### src/rtl/hazard_ctrl.sv
// Pipeline stall/flush sequencer: drives per-stage enables and bubble clears,
// tracks multi-cycle MDU ops with a watchdog, and keeps saturating perf counters.
module hazard_ctrl #(
  parameter int CNT_W       = 32,
  parameter int MDU_TIMEOUT = 64
) (
  input  logic             clk,
  input  logic             rst,
  input  logic [4:0]       id_rs1,
  input  logic [4:0]       id_rs2,
  input  logic             id_use_rs1,
  input  logic             id_use_rs2,
  input  logic [4:0]       ex_rd,
  input  logic             ex_mem_read,
  input  logic             ex_branch_taken,
  input  logic             ex_mdu_start,
  input  logic             mdu_done,
  input  logic             mem_req,
  input  logic             mem_ready,
  output logic             pc_en,
  output logic             if_id_en,
  output logic             id_ex_en,
  output logic             ex_mem_en,
  output logic             mem_wb_en,
  output logic             if_id_clear,
  output logic             id_ex_clear,
  output logic             ex_mem_clear,
  output logic             mem_wb_clear,
  output logic             mdu_timeout,
  output logic [CNT_W-1:0] stall_cnt,
  output logic [CNT_W-1:0] flush_cnt
);

  localparam int WD_W = $clog2(MDU_TIMEOUT + 1);
  localparam logic [WD_W-1:0] WD_LAST = WD_W'(MDU_TIMEOUT - 1);

  typedef enum logic {RUN, MDU_WAIT} state_e;

  state_e           state_q, state_d;
  logic             done_pend_q, done_pend_d;
  logic [WD_W-1:0]  wd_cnt_q, wd_cnt_d;
  logic             timeout_q, timeout_d;
  logic [CNT_W-1:0] stall_cnt_q, stall_cnt_d;
  logic [CNT_W-1:0] flush_cnt_q, flush_cnt_d;

  logic mem_wait;
  logic load_use;
  logic in_mdu;
  logic done_any;
  logic wd_hit;
  logic mdu_hold;
  logic flush_evt;

  assign mem_wait = mem_req & ~mem_ready;
  assign load_use = ex_mem_read & (ex_rd != 5'd0) &
                    ((id_use_rs1 & (id_rs1 == ex_rd)) | (id_use_rs2 & (id_rs2 == ex_rd)));
  assign in_mdu   = (state_q == MDU_WAIT);
  assign done_any = mdu_done | done_pend_q;
  assign wd_hit   = (wd_cnt_q == WD_LAST);
  // A watchdog expiry releases the wait exactly like a real done would.
  assign mdu_hold = in_mdu ? ~(done_any | wd_hit) : ex_mdu_start;

  always_comb begin
    pc_en        = 1'b1;
    if_id_en     = 1'b1;
    id_ex_en     = 1'b1;
    ex_mem_en    = 1'b1;
    mem_wb_en    = 1'b1;
    if_id_clear  = 1'b0;
    id_ex_clear  = 1'b0;
    ex_mem_clear = 1'b0;
    mem_wb_clear = 1'b0;
    flush_evt    = 1'b0;
    if (mem_wait) begin
      pc_en        = 1'b0;
      if_id_en     = 1'b0;
      id_ex_en     = 1'b0;
      ex_mem_en    = 1'b0;
      mem_wb_clear = 1'b1;
    end else if (mdu_hold) begin
      pc_en        = 1'b0;
      if_id_en     = 1'b0;
      id_ex_en     = 1'b0;
      ex_mem_clear = 1'b1;
    end else if (ex_branch_taken) begin
      if_id_clear = 1'b1;
      id_ex_clear = 1'b1;
      flush_evt   = 1'b1;
    end else if (load_use) begin
      pc_en       = 1'b0;
      if_id_en    = 1'b0;
      id_ex_clear = 1'b1;
    end
    // Hold the whole pipeline frozen while reset is asserted.
    if (!rst) begin
      pc_en        = 1'b0;
      if_id_en     = 1'b0;
      id_ex_en     = 1'b0;
      ex_mem_en    = 1'b0;
      mem_wb_en    = 1'b0;
      if_id_clear  = 1'b0;
      id_ex_clear  = 1'b0;
      ex_mem_clear = 1'b0;
      mem_wb_clear = 1'b0;
      flush_evt    = 1'b0;
    end
  end

  always_comb begin
    state_d     = state_q;
    done_pend_d = done_pend_q;
    wd_cnt_d    = wd_cnt_q;
    timeout_d   = timeout_q;
    stall_cnt_d = stall_cnt_q;
    flush_cnt_d = flush_cnt_q;
    case (state_q)
      RUN: begin
        if (ex_mdu_start && !mem_wait) begin
          state_d  = MDU_WAIT;
          wd_cnt_d = '0;
        end
      end
      MDU_WAIT: begin
        if (!wd_hit) wd_cnt_d = wd_cnt_q + WD_W'(1);
        if (wd_hit && !done_any) timeout_d = 1'b1;
        if (!mem_wait && (done_any || wd_hit)) begin
          state_d     = RUN;
          done_pend_d = 1'b0;
        end else if (mdu_done) begin
          // Done arrived while memory stalls us; remember it for release.
          done_pend_d = 1'b1;
        end
      end
      default: state_d = RUN;
    endcase
    if (!pc_en && (stall_cnt_q != '1)) stall_cnt_d = stall_cnt_q + CNT_W'(1);
    if (flush_evt && (flush_cnt_q != '1)) flush_cnt_d = flush_cnt_q + CNT_W'(1);
  end

  always_ff @(posedge clk or negedge rst) begin
    if (!rst) begin
      state_q     <= RUN;
      done_pend_q <= 1'b0;
      wd_cnt_q    <= '0;
      timeout_q   <= 1'b0;
      stall_cnt_q <= '0;
      flush_cnt_q <= '0;
    end else begin
      state_q     <= state_d;
      done_pend_q <= done_pend_d;
      wd_cnt_q    <= wd_cnt_d;
      timeout_q   <= timeout_d;
      stall_cnt_q <= stall_cnt_d;
      flush_cnt_q <= flush_cnt_d;
    end
  end

  assign mdu_timeout = timeout_q;
  assign stall_cnt   = stall_cnt_q;
  assign flush_cnt   = flush_cnt_q;

endmodule

### config.mk
export PLATFORM = sky130hd
export DESIGN_NAME = hazard_ctrl
export DESIGN_NICKNAME = d
export VERILOG_FILES = /design/src/rtl/hazard_ctrl.sv
export SDC_FILE = /design/constraint.sdc
export NUM_CORES = 1
export LEC_CHECK = 0
export BUFFER_PORTS_ARGS = -buffer_cell sky130_fd_sc_hd__buf_2
export CAP_MARGIN = 20
export CORE_ASPECT_RATIO = 1.25
export CORE_MARGIN = 4
export CORE_UTILIZATION = 30
export DETAILED_ROUTE_END_ITERATION = 7
export GPL_TIMING_DRIVEN = 1
export REMOVE_ABC_BUFFERS = 1
export SYNTH_ARGS = -nofsm -noshare
export SYNTH_HDL_FRONTEND = slang
export SYNTH_SLANG_ARGS = --single-unit
### constraint.sdc
create_clock -name clk -period 3.4 [get_ports clk]
set_input_delay 0.68 -clock clk [delete_from_list [all_inputs] [get_ports clk]]
set_output_delay 0.68 -clock clk [all_outputs]
set_load 0.02 [all_outputs]
# Word level (Yosys, flattened, before mapping)
# Index checks and enable logic that the tools add are counted.
# word_totals
ff_bits,74
word_cells,75
in_bits,25
# op_classes
bitwise_logic,11
eq_ne,7
muxes,34
reduce_logical,14
n_addsub,3
# op_table
operator,count
"32-bit by 1-bit adder with 32-bit output, second input constant",2
"32-bit inequality test, second input constant",2
1-bit two-way mux,30
7-bit two-way mux,2
7-bit case mux with 2 select lines,1
5-bit equality test,2
"7-bit by 1-bit adder with 7-bit output, second input constant",1
"7-bit by 6-bit equality test with 1-bit output, second input constant",1
2-bit AND reduction,3
1-bit AND,5
1-bit logical AND,5
5-bit nonzero test,1
"2-bit inequality test, second input constant",2
1-bit logical NOT,3
1-bit inverter,3
1-bit bitwise OR,3
1-bit case mux with 2 select lines,1
2-bit nonzero test,1
1-bit logical OR,1

# Logic depth before layout (Yosys ltp)
# depth
ltp_word,11
mapped_depth,8
depth_no_buf,7

# Worst setup path before layout
# Ideal clock, no wire load.
# synth_timing
path_kind,input-to-output
from,input port ex_rd[1]
to,output port pc_en
path_buffers,2
slack_ns,0.368
stages,6
required_time_ns,2.720
arrival_time_ns,2.352
path_cell_list,or4_1 o21ai_0 nor2_1 a21oi_1 clkbuf_1 buf_4
# synth_via
elab_chain_cells,9
word_cells_on_any_way,13
classes_between,eq/ne (2); mux (5); bitwise (5); reduce/logical (1)
# synth_rtl
element,line,source
from (decl),13,"input logic [4:0] ex_rd,"
5-bit equality test,56,((id_use_rs1 & (id_rs1 == ex_rd)) | (id_use_rs2 & (id_rs2 == ex_rd)));
1-bit AND,56,
1-bit bitwise OR,56,
1-bit AND (*),55,assign load_use = ex_mem_read & (ex_rd != 5'd0) &
1-bit two-way mux (*) (5 in series),-,
to (decl),20,"output logic pc_en,"
# Every way passes the cells marked *; elsewhere a longest branch is shown, timed or not.

# Worst setup path after layout
# layout_timing
from,register wd_cnt_q[0]
to,output port if_id_clear
# layout_via
elab_chain_cells,7
# layout_rtl
element,line,source
from (decl),41,"logic [WD_W-1:0] wd_cnt_q, wd_cnt_d;"
from (signal assigned),151,wd_cnt_q <= wd_cnt_d;
7-bit by 6-bit equality test with 1-bit output,59,assign wd_hit = (wd_cnt_q == WD_LAST);
1-bit bitwise OR,61,assign mdu_hold = in_mdu ? ~(done_any | wd_hit) : ex_mdu_start;
1-bit inverter,61,
1-bit two-way mux,61,
1-bit two-way mux,80,end else if (mdu_hold) begin
1-bit two-way mux,74,if (mem_wait) begin
1-bit two-way mux,95,if (!rst) begin
to (decl),25,"output logic if_id_clear,"
# Every way passes these cells.

==> flow_summary.ini <==
[clock_tree]
clock-sinks = 74
ctsHoldBuffers = 0
cts.repair.resized = 0
clkLatencyLatePin_ns = 0.34
htree_levels = 3
cts_buffers = 9
clk_pin_slew_ns = 0.05
cts_setup_buffers = 0
cts_root_buffer = clkbuf_16
max-clock-path-buffers = 2
cts_tree = built

[placement]
placed_area_um2 = 4470
pre_cts_ws_ns = 0.463
portBuffers = 98
dp_hpwl_um = 6780
place_inst = 628
gp_congestion = 0.776

[sta]
final.min_clock_period_ns = 3.06
worst_slack_ns = 0.338
fin_crit_sh = 0.900
final_max_slew_viol_count = 0
rsz0062_at_grt = false
hold_violations = 0
setup_violations = 0
relSlewSlack = 0.355
max_freq_mhz = 327
clock-skew-final_ns = 0.00701
worstMarginPinSlew_ns = 0.968

[critical_path]
critical_path_arrival_ns = 2.38
cp-end-kind = output pin
crit_required_ns = 2.72
path_class = flop to output pin
worstSetupStartpointType = flop
cp_max_fo = 9

[cells_and_area]
antenna_cells = 0
postLayoutCoreUtil = 0.393
area_growth_pct = 27.2
finish.net_count = 503
layout_commonest_cell = buf_2
stdcell_count = 644
drive_above_1_share = 0.267
postLayoutCellArea_um2 = 4820
layout.cells.most_common_list = 97 x buf_2, 74 x dfrtp_1, 39 x xnor2_1

[detailed_routing]
drt-total-wl_um = 9220
vias = 3152
dr.first_iter.drc_count = 78
drc = 0
viasPerCell = 4.89
drt_pre_antenna_iters = 6
drtAntennaViolNets = 0
post_drt_wl_per_cell_um = 14.3

[logic_synthesis]
synth_enable_flop_cells = 0
synth_area_um2 = 3790
synth_seq_cells = 74
avgSynthCellArea_um2 = 10.2
syn_inst = 373
async_flop_share = 1.00
synth_warnings = 0
synth_cell_type_count = 37
synth_ff_type = dfrtp_1
synth-seq-area-share = 0.488

[grt]
grt_pass1_vias = 3066
grt_max_degree = 77
overflow = 0
grt_usage = 0.133
grt_pass1_wl_um = 15200
antenna_found_initial = 0

[power]
p_total_w = 0.00319
powerDensity_nw_per_um2 = 662
max-vdd-ir-drop_mv = 0.380
power.leakage_nw = 2.15

[floorplan]
start_util = 0.309
die_w_um = 109
die_h_um = 134
core_um2 = 12300
die_area_um2 = 14500
num_rows = 45
io_pins = 99

[worst_hold_path]
timing.hold.worst.class = flop to flop

[job]
drv_cap = 0

[outcome]
status = completed
[cell type report]
type | instances | area, um^2
inverter | 9 | 33.8
timing repair buffer | 102 | 523
tap | 164 | 205
sequential | 74 | 1850
clock inverter | 4 | 97.6
fill | 1278 | 7450
clock buffer | 12 | 256
multi-input combinational | 279 | 1850
[registers in the layout (all words and copies together), names as in the netlist]
signal,flops
in_mdu,1
stall_cnt,32
flush_cnt,32
done_pend_q,1
mdu_timeout,1
wd_cnt_q,7
[Yosys cell counts (all sizes together) (9+ instances only)]
cell type  count  area share
nand3         30       0.041
xnor2         39       0.090
nor3          20       0.026
nand4         26       0.043
a21oi          9       0.012
nand2         31       0.031
nor2          22       0.023
dfrtp         74        0.49
inv            9      0.0089
nor4          10       0.026
and4          11       0.025
xor2          33       0.076
[final timing paths]
path | from | to | cells after the start | slack, ns
setup / recovery | wd_cnt_q[0] | if_id_clear | 6 | 0.34
hold / removal | stall_cnt[5] | stall_cnt[5] | 1 | 0.47
setup reg to reg | wd_cnt_q[0] | flush_cnt[20] | 7 | 0.60
hold reg to reg | stall_cnt[5] | stall_cnt[5] | 1 | 0.47
max in group asynchronous | rst | stall_cnt[7] | 2 | 2.16
min in group asynchronous | rst | mdu_timeout | 2 | 0.62
[stage by stage]
step           hold slack (ns)  TNS [ns]
2_1_floorplan            0.384    -10.23
3_3_place_gp             0.466         0
3_5_place_dp             0.472         0
4_1_cts                  0.483         0
5_1_grt                  0.501         0
6_report                 0.474         0
[metal layers]
metal	part of all wire	global-route usage	vias up
li1	-	-	1535
met1	0.41	0.154	1524
met2	0.52	0.233	81
met3	0.047	0.0247	12
met4	0.021	0.0632	0
met5	0	0	-
[worst max-delay path: stages, from the launching register on]
cell,delay [ns]
dfrtp_1,0.38
ha_1,0.19
nand3_2,0.12
o311ai_2,0.34
or4b_1,0.70
inv_1,0.14
buf_2,0.17
[kinds of logic after synthesis]
| family | count (synthesis) | synth area share |
|---|---|---|
| xor+xnor | 72 | 0.166 |
| compound gates | 20 | 0.0323 |
| flops | 74 | 0.488 |
| fa+ha+maj | 3 | 0.00990 |
| simple gates | 182 | 0.273 |
| mux | 2 | 0.00594 |
| buf+inv | 20 | 0.0238 |
[report_power, final]
group | internal [W] | switching [W] | leakage (nW)
Clock | 0.000757 | 0.000364 | 0.169
Sequential | 0.00105 | 0.000209 | 0.912
Combinational | 0.000299 | 0.000510 | 1.07
No activity file was read; power rests on OpenSTA's default activity.
